`src/rtl/esp32_spi_btn_slave_if.sv`:
```
// SPI pin bundle shared between the ESP32 (master) and the button/LED slave.
interface esp32_spi_btn_slave_if;
    logic spi_csn;
    logic spi_clk;
    logic spi_mosi;
    logic spi_miso;
    logic spi_miso_oe;

    modport master (
        output spi_csn, spi_clk, spi_mosi,
        input  spi_miso, spi_miso_oe
    );

    modport slave (
        input  spi_csn, spi_clk, spi_mosi,
        output spi_miso, spi_miso_oe
    );
endinterface

```
`src/rtl/esp32_spi_btn_slave.sv`:
```
// Mode-0 SPI slave in clk_25mhz: debounced buttons + sticky change flag read out, LED register written.
// Define SPI_IRQ_EN to add the registered irq output mirroring the change flag.
module esp32_spi_btn_slave #(
    parameter int C_debounce_bits = 16,
    parameter int C_btn_width     = 7
) (
    input  logic                   clk_25mhz,
    input  logic                   reset,
    input  logic [C_btn_width-1:0] btn,
    esp32_spi_btn_slave_if.slave   spi,
    output logic [C_btn_width-1:0] btn_db,
    output logic [7:0]             led,
    output logic [7:0]             rx_byte,
`ifdef SPI_IRQ_EN
    output logic                   irq,
`endif
    output logic                   rx_valid
);
    typedef enum logic [1:0] {IDLE, CMD, WDATA, DUMMY} state_t;

    localparam logic [C_debounce_bits-1:0] CNT_ONE = 1;

    state_t state, state_n;

    logic csn_p0, csn_p1, csn_p2;
    logic sck_p0, sck_p1, sck_p2;
    logic mosi_p0, mosi_p1;

    logic [C_debounce_bits-1:0] tick_cnt;
    logic [C_btn_width-1:0]     btn_p0, btn_p1, hist_p0, hist_p1, btn_db_n;
    logic                       tick, db_set, changed;

    logic [2:0] bitcnt;
    logic [6:0] rx_shift;
    logic [7:0] tx_shift, rx_word, status;
    logic       csn_fall, sck_rise, sck_fall, active, byte_done;
    logic       rx_stb, led_we, status_done;

    // Stage p0/p1: metastability filter; p2: previous level for edge detect
    always_ff @(posedge clk_25mhz or posedge reset) begin
        if (reset) begin
            {csn_p0, csn_p1, csn_p2} <= 3'b111;
            {sck_p0, sck_p1, sck_p2} <= 3'b000;
            {mosi_p0, mosi_p1}       <= 2'b00;
            btn_p0                   <= '0;
            btn_p1                   <= '0;
        end else begin
            {csn_p0, csn_p1, csn_p2} <= {spi.spi_csn, csn_p0, csn_p1};
            {sck_p0, sck_p1, sck_p2} <= {spi.spi_clk, sck_p0, sck_p1};
            {mosi_p0, mosi_p1}       <= {spi.spi_mosi, mosi_p0};
            btn_p0                   <= btn;
            btn_p1                   <= btn_p0;
        end
    end

    assign csn_fall  = csn_p2 & ~csn_p1;
    assign sck_rise  = sck_p1 & ~sck_p2;
    assign sck_fall  = ~sck_p1 & sck_p2;
    assign active    = (state != IDLE) && !csn_p1;
    assign byte_done = active && sck_rise && (bitcnt == 3'd7);
    assign rx_word   = {rx_shift, mosi_p1};

    // A level counts only once the new sample and the two before it agree
    assign tick     = &tick_cnt;
    assign btn_db_n = (btn_db | (btn_p1 & hist_p0 & hist_p1)) & ~(~btn_p1 & ~hist_p0 & ~hist_p1);
    assign db_set   = tick && (btn_db_n != btn_db);

    always_ff @(posedge clk_25mhz or posedge reset) begin
        if (reset) begin
            tick_cnt <= '0;
            hist_p0  <= '0;
            hist_p1  <= '0;
            btn_db   <= '0;
        end else begin
            tick_cnt <= tick_cnt + CNT_ONE;
            if (tick) begin
                hist_p0 <= btn_p1;
                hist_p1 <= hist_p0;
                btn_db  <= btn_db_n;
            end
        end
    end

    always_comb begin
        status                  = '0;
        status[C_btn_width-1:0] = btn_db;
        status[7]               = changed;
    end

    always_ff @(posedge clk_25mhz or posedge reset) begin
        if (reset) state <= IDLE;
        else       state <= state_n;
    end

    always_comb begin
        state_n     = state;
        rx_stb      = 1'b0;
        led_we      = 1'b0;
        status_done = 1'b0;
        case (state)
            IDLE:  if (csn_fall) state_n = CMD;
            CMD:   if (byte_done) begin
                rx_stb      = 1'b1;
                status_done = 1'b1;
                state_n     = (rx_word == 8'h01) ? WDATA : DUMMY;
            end
            WDATA: if (byte_done) begin
                rx_stb  = 1'b1;
                led_we  = 1'b1;
                state_n = DUMMY;
            end
            DUMMY: if (byte_done) rx_stb = 1'b1;
            default: state_n = IDLE;
        endcase
        if (state != IDLE && csn_p1) state_n = IDLE;
    end

    // After the 8th rising edge the bit counter is back at 0, so the next fall starts a fresh 0x00 byte
    always_ff @(posedge clk_25mhz or posedge reset) begin
        if (reset) begin
            bitcnt   <= '0;
            rx_shift <= '0;
            tx_shift <= '0;
        end else if (state == IDLE) begin
            if (csn_fall) begin
                tx_shift <= status;
                bitcnt   <= '0;
            end
        end else if (active) begin
            if (sck_rise) begin
                bitcnt   <= bitcnt + 3'd1;
                rx_shift <= rx_word[6:0];
            end
            if (sck_fall) tx_shift <= (bitcnt == 3'd0) ? 8'h00 : {tx_shift[6:0], 1'b0};
        end
    end

    always_ff @(posedge clk_25mhz or posedge reset) begin
        if (reset) begin
            rx_valid <= 1'b0;
            rx_byte  <= '0;
            led      <= '0;
            changed  <= 1'b0;
        end else begin
            rx_valid <= rx_stb;
            if (rx_stb) rx_byte <= rx_word;
            if (led_we) led <= rx_word;
            if (db_set)           changed <= 1'b1;
            else if (status_done) changed <= 1'b0;
        end
    end

`ifdef SPI_IRQ_EN
    always_ff @(posedge clk_25mhz or posedge reset) begin
        if (reset) irq <= 1'b0;
        else       irq <= changed;
    end
`endif

    assign spi.spi_miso    = tx_shift[7];
    assign spi.spi_miso_oe = ~csn_p1;

endmodule
```
`src/flat_wrapper.sv`:
```
// flat-port wrapper written by rule: the top's interface ports become plain ports
module esp32_spi_btn_slave_flat 
#(
    parameter int C_debounce_bits = 16,
    parameter int C_btn_width     = 7
)
  (clk_25mhz, reset, btn, btn_db, led, rx_byte, rx_valid, spi_spi_csn, spi_spi_clk, spi_spi_mosi, spi_spi_miso, spi_spi_miso_oe);
  esp32_spi_btn_slave_if spi_i ();
  input  logic clk_25mhz;
  input  logic reset;
  input  logic [C_btn_width-1:0] btn;
  output logic [C_btn_width-1:0] btn_db;
  output logic [7:0] led;
  output logic [7:0] rx_byte;
  output logic rx_valid;
  input wire logic [$bits(spi_i.spi_csn)-1:0] spi_spi_csn;
  input wire logic [$bits(spi_i.spi_clk)-1:0] spi_spi_clk;
  input wire logic [$bits(spi_i.spi_mosi)-1:0] spi_spi_mosi;
  output wire logic [$bits(spi_i.spi_miso)-1:0] spi_spi_miso;
  output wire logic [$bits(spi_i.spi_miso_oe)-1:0] spi_spi_miso_oe;
  assign spi_i.spi_csn = spi_spi_csn;
  assign spi_i.spi_clk = spi_spi_clk;
  assign spi_i.spi_mosi = spi_spi_mosi;
  assign spi_spi_miso = spi_i.spi_miso;
  assign spi_spi_miso_oe = spi_i.spi_miso_oe;
  esp32_spi_btn_slave #(.C_debounce_bits(C_debounce_bits), .C_btn_width(C_btn_width)) u_core (.clk_25mhz(clk_25mhz), .reset(reset), .btn(btn), .spi(spi_i), .btn_db(btn_db), .led(led), .rx_byte(rx_byte), .rx_valid(rx_valid));
endmodule
```
`config.mk`:
```
export PLATFORM = sky130hd
export DESIGN_NAME = esp32_spi_btn_slave_flat
export DESIGN_NICKNAME = d
export VERILOG_FILES = /design/src/rtl/esp32_spi_btn_slave_if.sv /design/src/rtl/esp32_spi_btn_slave.sv /design/src/flat_wrapper.sv
export SDC_FILE = /design/constraint.sdc
export NUM_CORES = 1
export LEC_CHECK = 0
export CAP_MARGIN = 20
export CORE_AREA = 3 3 98 100
export DETAILED_ROUTE_END_ITERATION = 8
export DIE_AREA = 0 0 101 103
export PLACE_DENSITY = 0.65
export SLEW_MARGIN = 10
export SYNTH_ARGS = -nofsm -noshare
export SYNTH_HDL_FRONTEND = slang
export SYNTH_SLANG_ARGS = --single-unit
```
`constraint.sdc`:
```
create_clock -name clk_25mhz -period 4.1 [get_ports clk_25mhz]
set_input_delay 0.82 -clock clk_25mhz [delete_from_list [all_inputs] [get_ports clk_25mhz]]
set_output_delay 0.82 -clock clk_25mhz [all_outputs]
set_load 0.02 [all_outputs]
```
==> run summary <==
==================================================================================
Outcome                                                                  completed
Worst min-delay path startpoint                                       u_core.btn_p0[3]$_DFF_PP0_
Hold violation total from the final report                                       0
Clk pwr share                                                                28.9%
Startpoint Class                                                              flop
Uppermost layer routed                                                        met4
Leading cell types by count after synthesis                           94 x sky130_fd_sc_hd__dfrtp_1, 36 x sky130_fd_sc_hd__mux2_2, 22 x sky130_fd_sc_hd__nand2_1
Max-cap check violation count                                                    0
Global route total overflow                                                      0
Post-cts hold buffer count                                                       0
Combinational share of power                                                 16.5%
H-tree depth                                                                     3
Share of final-layout standard cells stronger than drive strength 1          19.8%
Aggregate routed wire length                                               6640 um
Critical path required time                                                4.35 ns
Average cell area after synthesis                                        13.3 um^2
Sum Neg Setup Slack                                                           0 ns
Buffers and inverters on the worst path                                          3
PwrDens                                                                453 nW/um^2
Via count of the routed design                                                2396
Cell family with the largest share of critical-path delay             simple AND/OR/NAND/NOR gates
Internal power                                                             1.47 mW
Start-to-end type of the worst setup path                               reg -> reg
Number of I/O port buffers                                                      37
Post-synth top area share                                                    60.4%
RD Place Congestion                                                          0.779
Reg-to-Reg Start                                                      u_core.state[0]$_DFFE_PP0P_
Number of global-route vias before repair                                     2400
Final setup violation count                                                      0
Multi-input logic area                                                   1390 um^2
Switching Fraction                                                           29.6%
Pin slew with the least headroom to its limit                             0.938 ns
Number of antenna diodes                                                         0
Worst hold slack                                                          0.358 ns
Most frequently used flop master after synthesis                      sky130_fd_sc_hd__dfrtp_1
Effective utilization at floorplan                                           44.5%
DRC violation count after routing                                                0
CTS Sinks                                                                       97
Synth Instances                                                                294
Vertical die dimension                                                      103 um
Upper clock frequency limit                                                404 MHz
Clk_lat worst skew                                                         0.36 ns
CTS root buf                                                          sky130_fd_sc_hd__clkbuf_8
Number of nets in the final layout                                             358
Slowest cell on crit path                                             sky130_fd_sc_hd__dfrtp_1
Layout Area Growth over Synthesis                                            17.8%
Full die area                                                           10400 um^2
Max-Slew Margin vs Limit                                                     37.5%
Core Rows                                                                       34
Met3 WL post-DR                                                             249 um
Register share of total power                                                54.7%
Routed metal-1 wire length                                                 3140 um
Largest fanout on the critical path                                             14
Arrival @ worst endpoint                                                   2.73 ns
Setup skew after layout                                                  0.0108 ns
VDD IR max                                                                0.229 mV
Half-perimeter wire length of the detailed placement result                4510 um
Initial antenna violation count                                                  0
Net count of the mapped netlist                                                313
Most frequent cell after synthesis                                    sky130_fd_sc_hd__dfrtp_1
Iteration-0 DRC Markers                                                         84
Post-synthesis register bit count                                               97
Detailed-route wire length per cell                                        14.7 um
Top Ports                                                                       38
Bufs on Longest Clock Path                                                       2
Most used cell along the critical path                                sky130_fd_sc_hd__nand2_1
Chip width                                                                  101 um
Number of enable flip-flop cells after synthesis                                 0
Net switching component of the power                                        615 uW
Total standard cell area after synthesis                                 3900 um^2
Post-detailed-route via-to-cell ratio                                         5.30
Cts bufs inserted                                                                9
Area of the core                                                         8760 um^2
Share of flip-flops with an asynchronous set or reset                         100%
Min Clock Period, post-route                                               2.48 ns
Total iterations of the first detailed-routing run                               4
Sequential cell area                                                     2430 um^2
Static leakage                                                             2.14 nW
Setup repair bufs after CTS                                                      0
RSZ-0062 raised after global routing                                            no
Maximum number of pins on one net before global-route repair                    40
Routed length on met2                                                      3160 um
First-pass GRT wire length                                                11600 um
Clock transition at the registers of the reported paths                    0.10 ns
Post-CTS Resized                                                                 0
Post-layout power                                                          2.08 mW
Clock tree from TritonCTS                                                     done
Path class of the lowest-slack min-delay path                           reg -> reg
Detail Route Antenna Nets                                                        0
Warning count from the yosys run                                                 0
Nature of the critical path endpoint                                          flop
Area contributors post-synth                                          sky130_fd_sc_hd__dfrtp_1 60%, sky130_fd_sc_hd__mux2_2 10%, sky130_fd_sc_hd__xnor2_1 2.5%, sky130_fd_sc_hd__ha_1 2.2%, sky130_fd_sc_hd__nand2_1 2.1%
Worst path max stage delay                                                 0.40 ns
Distinct cells, synth                                                           39
Filler Cells Inserted                                                          768
Final max-slew violation count                                                   0
Final worst path period share                                                60.4%
Launching instance or port of the critical path                       u_core.state[0]$_DFFE_PP0P_
Core Util, Final                                                             52.4%
Critical path cell sequence                                           inv_1 -> ha_1 -> nor4b_2 -> buf_4 -> nand2_1 -> inv_2 -> nand2_1 -> mux2_2
GRT Total Usage                                                              14.3%
Sequential fraction of the synthesis area                                    62.4%
Leading area contributor after synthesis                              sky130_fd_sc_hd__dfrtp_1
==================================================================================
-- logic make-up (layout without fill, tap and decap cells) --
| kind of cell | Yosys count | count (layout) | share of synthesized area (%) |
|---|---|---|---|
| xor gates and xnor gates | 14 | 14 | 3.15 |
| and+or+nand+nor | 80 | 80 | 11.5 |
| muxes | 39 | 39 | 11.4 |
| AOI/OAI and AO/OA | 40 | 40 | 7.29 |
| buffers and inverters | 17 | 67 | 2.05 |
| DFF | 97 | 97 | 62.4 |
| adders and majority gates | 7 | 7 | 2.25 |
-- path summary, 6_finish.rpt --
kind                                                end  slack, ns  depth (start not counted)
max                           u_core.led[0]$_DFFE_PP0P_       1.62                          8
min                          u_core.btn_p1[3]$_DFF_PP0_       0.36                          0
max reg2reg                   u_core.led[0]$_DFFE_PP0P_       1.62                          8
min reg2reg                  u_core.btn_p1[3]$_DFF_PP0_       0.36                          0
max in group asynchronous       u_core.csn_p1$_DFF_PP1_       2.46                          3
min in group asynchronous  u_core.tick_cnt[0]$_DFF_PP0_       0.82                          2
-- cells in the final DEF, fill, tap and decap left out, types with 9 or more instances in the layout --
| cell | netlist | final |
|---|---|---|
| sky130_fd_sc_hd__clkbuf_8 | 0 | 10 |
| sky130_fd_sc_hd__dfrtp_1 | 94 | 94 |
| sky130_fd_sc_hd__nor2_1 | 20 | 20 |
| sky130_fd_sc_hd__mux2_2 | 36 | 36 |
| sky130_fd_sc_hd__inv_1 | 10 | 9 |
| sky130_fd_sc_hd__a21oi_1 | 11 | 11 |
| sky130_fd_sc_hd__nand2_1 | 22 | 22 |
| sky130_fd_sc_hd__xnor2_1 | 11 | 11 |
| sky130_fd_sc_hd__clkdlybuf4s50_1 | 0 | 37 |
-- stage by stage --
stage          std cells  cell area [um^2]  worst slack (ns)
6_report             452              4590              1.62
4_1_cts              452              4590              1.62
2_1_floorplan        294              3900             0.751
3_5_place_dp         436              4400              1.64
5_1_grt              452              4590              1.33
3_3_place_gp         436              4400              1.71
-- layer usage --
layer,vias to the layer above,track usage (%)
met5,-,0
met4,0,4.09
met3,8,5.21
met2,29,22.0
met1,1210,19.1
li1,1149,-
-- flip-flops by register name, summed over array words and instances (netlist names), 2 cells and up --
name,count
u_core.hist_p0,7
u_core.bitcnt,3
u_core.tick_cnt,16
u_core.rx_byte,8
u_core.led,8
u_core.tx_shift,8
u_core.hist_p1,7
u_core.rx_shift,7
u_core.btn_db,7
u_core.btn_p1,7
u_core.state,2
u_core.btn_p0,7
-- worst reg2reg max path: stages (launching register included) --
cell and delay [ns]:
sky130_fd_sc_hd__dfrtp_1 0.40, sky130_fd_sc_hd__inv_1 0.08, sky130_fd_sc_hd__ha_1 0.38, sky130_fd_sc_hd__nor4b_2 0.33, sky130_fd_sc_hd__buf_4 0.23, sky130_fd_sc_hd__nand2_1 0.17, sky130_fd_sc_hd__inv_2 0.19, sky130_fd_sc_hd__nand2_1 0.24
sky130_fd_sc_hd__mux2_2 0.35
-- power groups by stage --
| stage | Combinational [mW] | Clock (mW) | Sequential [mW] |
|---|---|---|---|
| 4_1_cts | 0.348 | 0.626 | 1.14 |
| 3_5_place_dp | 0.348 | 0 | 1.16 |
| 3_3_place_gp | 0.334 | 0 | 1.15 |
| 6_report | 0.342 | 0.601 | 1.14 |
| 5_1_grt | 0.389 | 0.672 | 1.16 |
| 2_1_floorplan | 0.258 | 0 | 1.13 |
-- area by class of cell --
cell class | count | share of cell area (%)
clock buffers | 10 | 3.00
inverters | 11 | 0.954
flip-flops and latches | 97 | 52.9
multi-input cells | 180 | 30.3
clock inverters | 6 | 1.28
repair buffers | 40 | 8.56
well taps | 108 | 2.94
(Power assumes the default switching activity.)
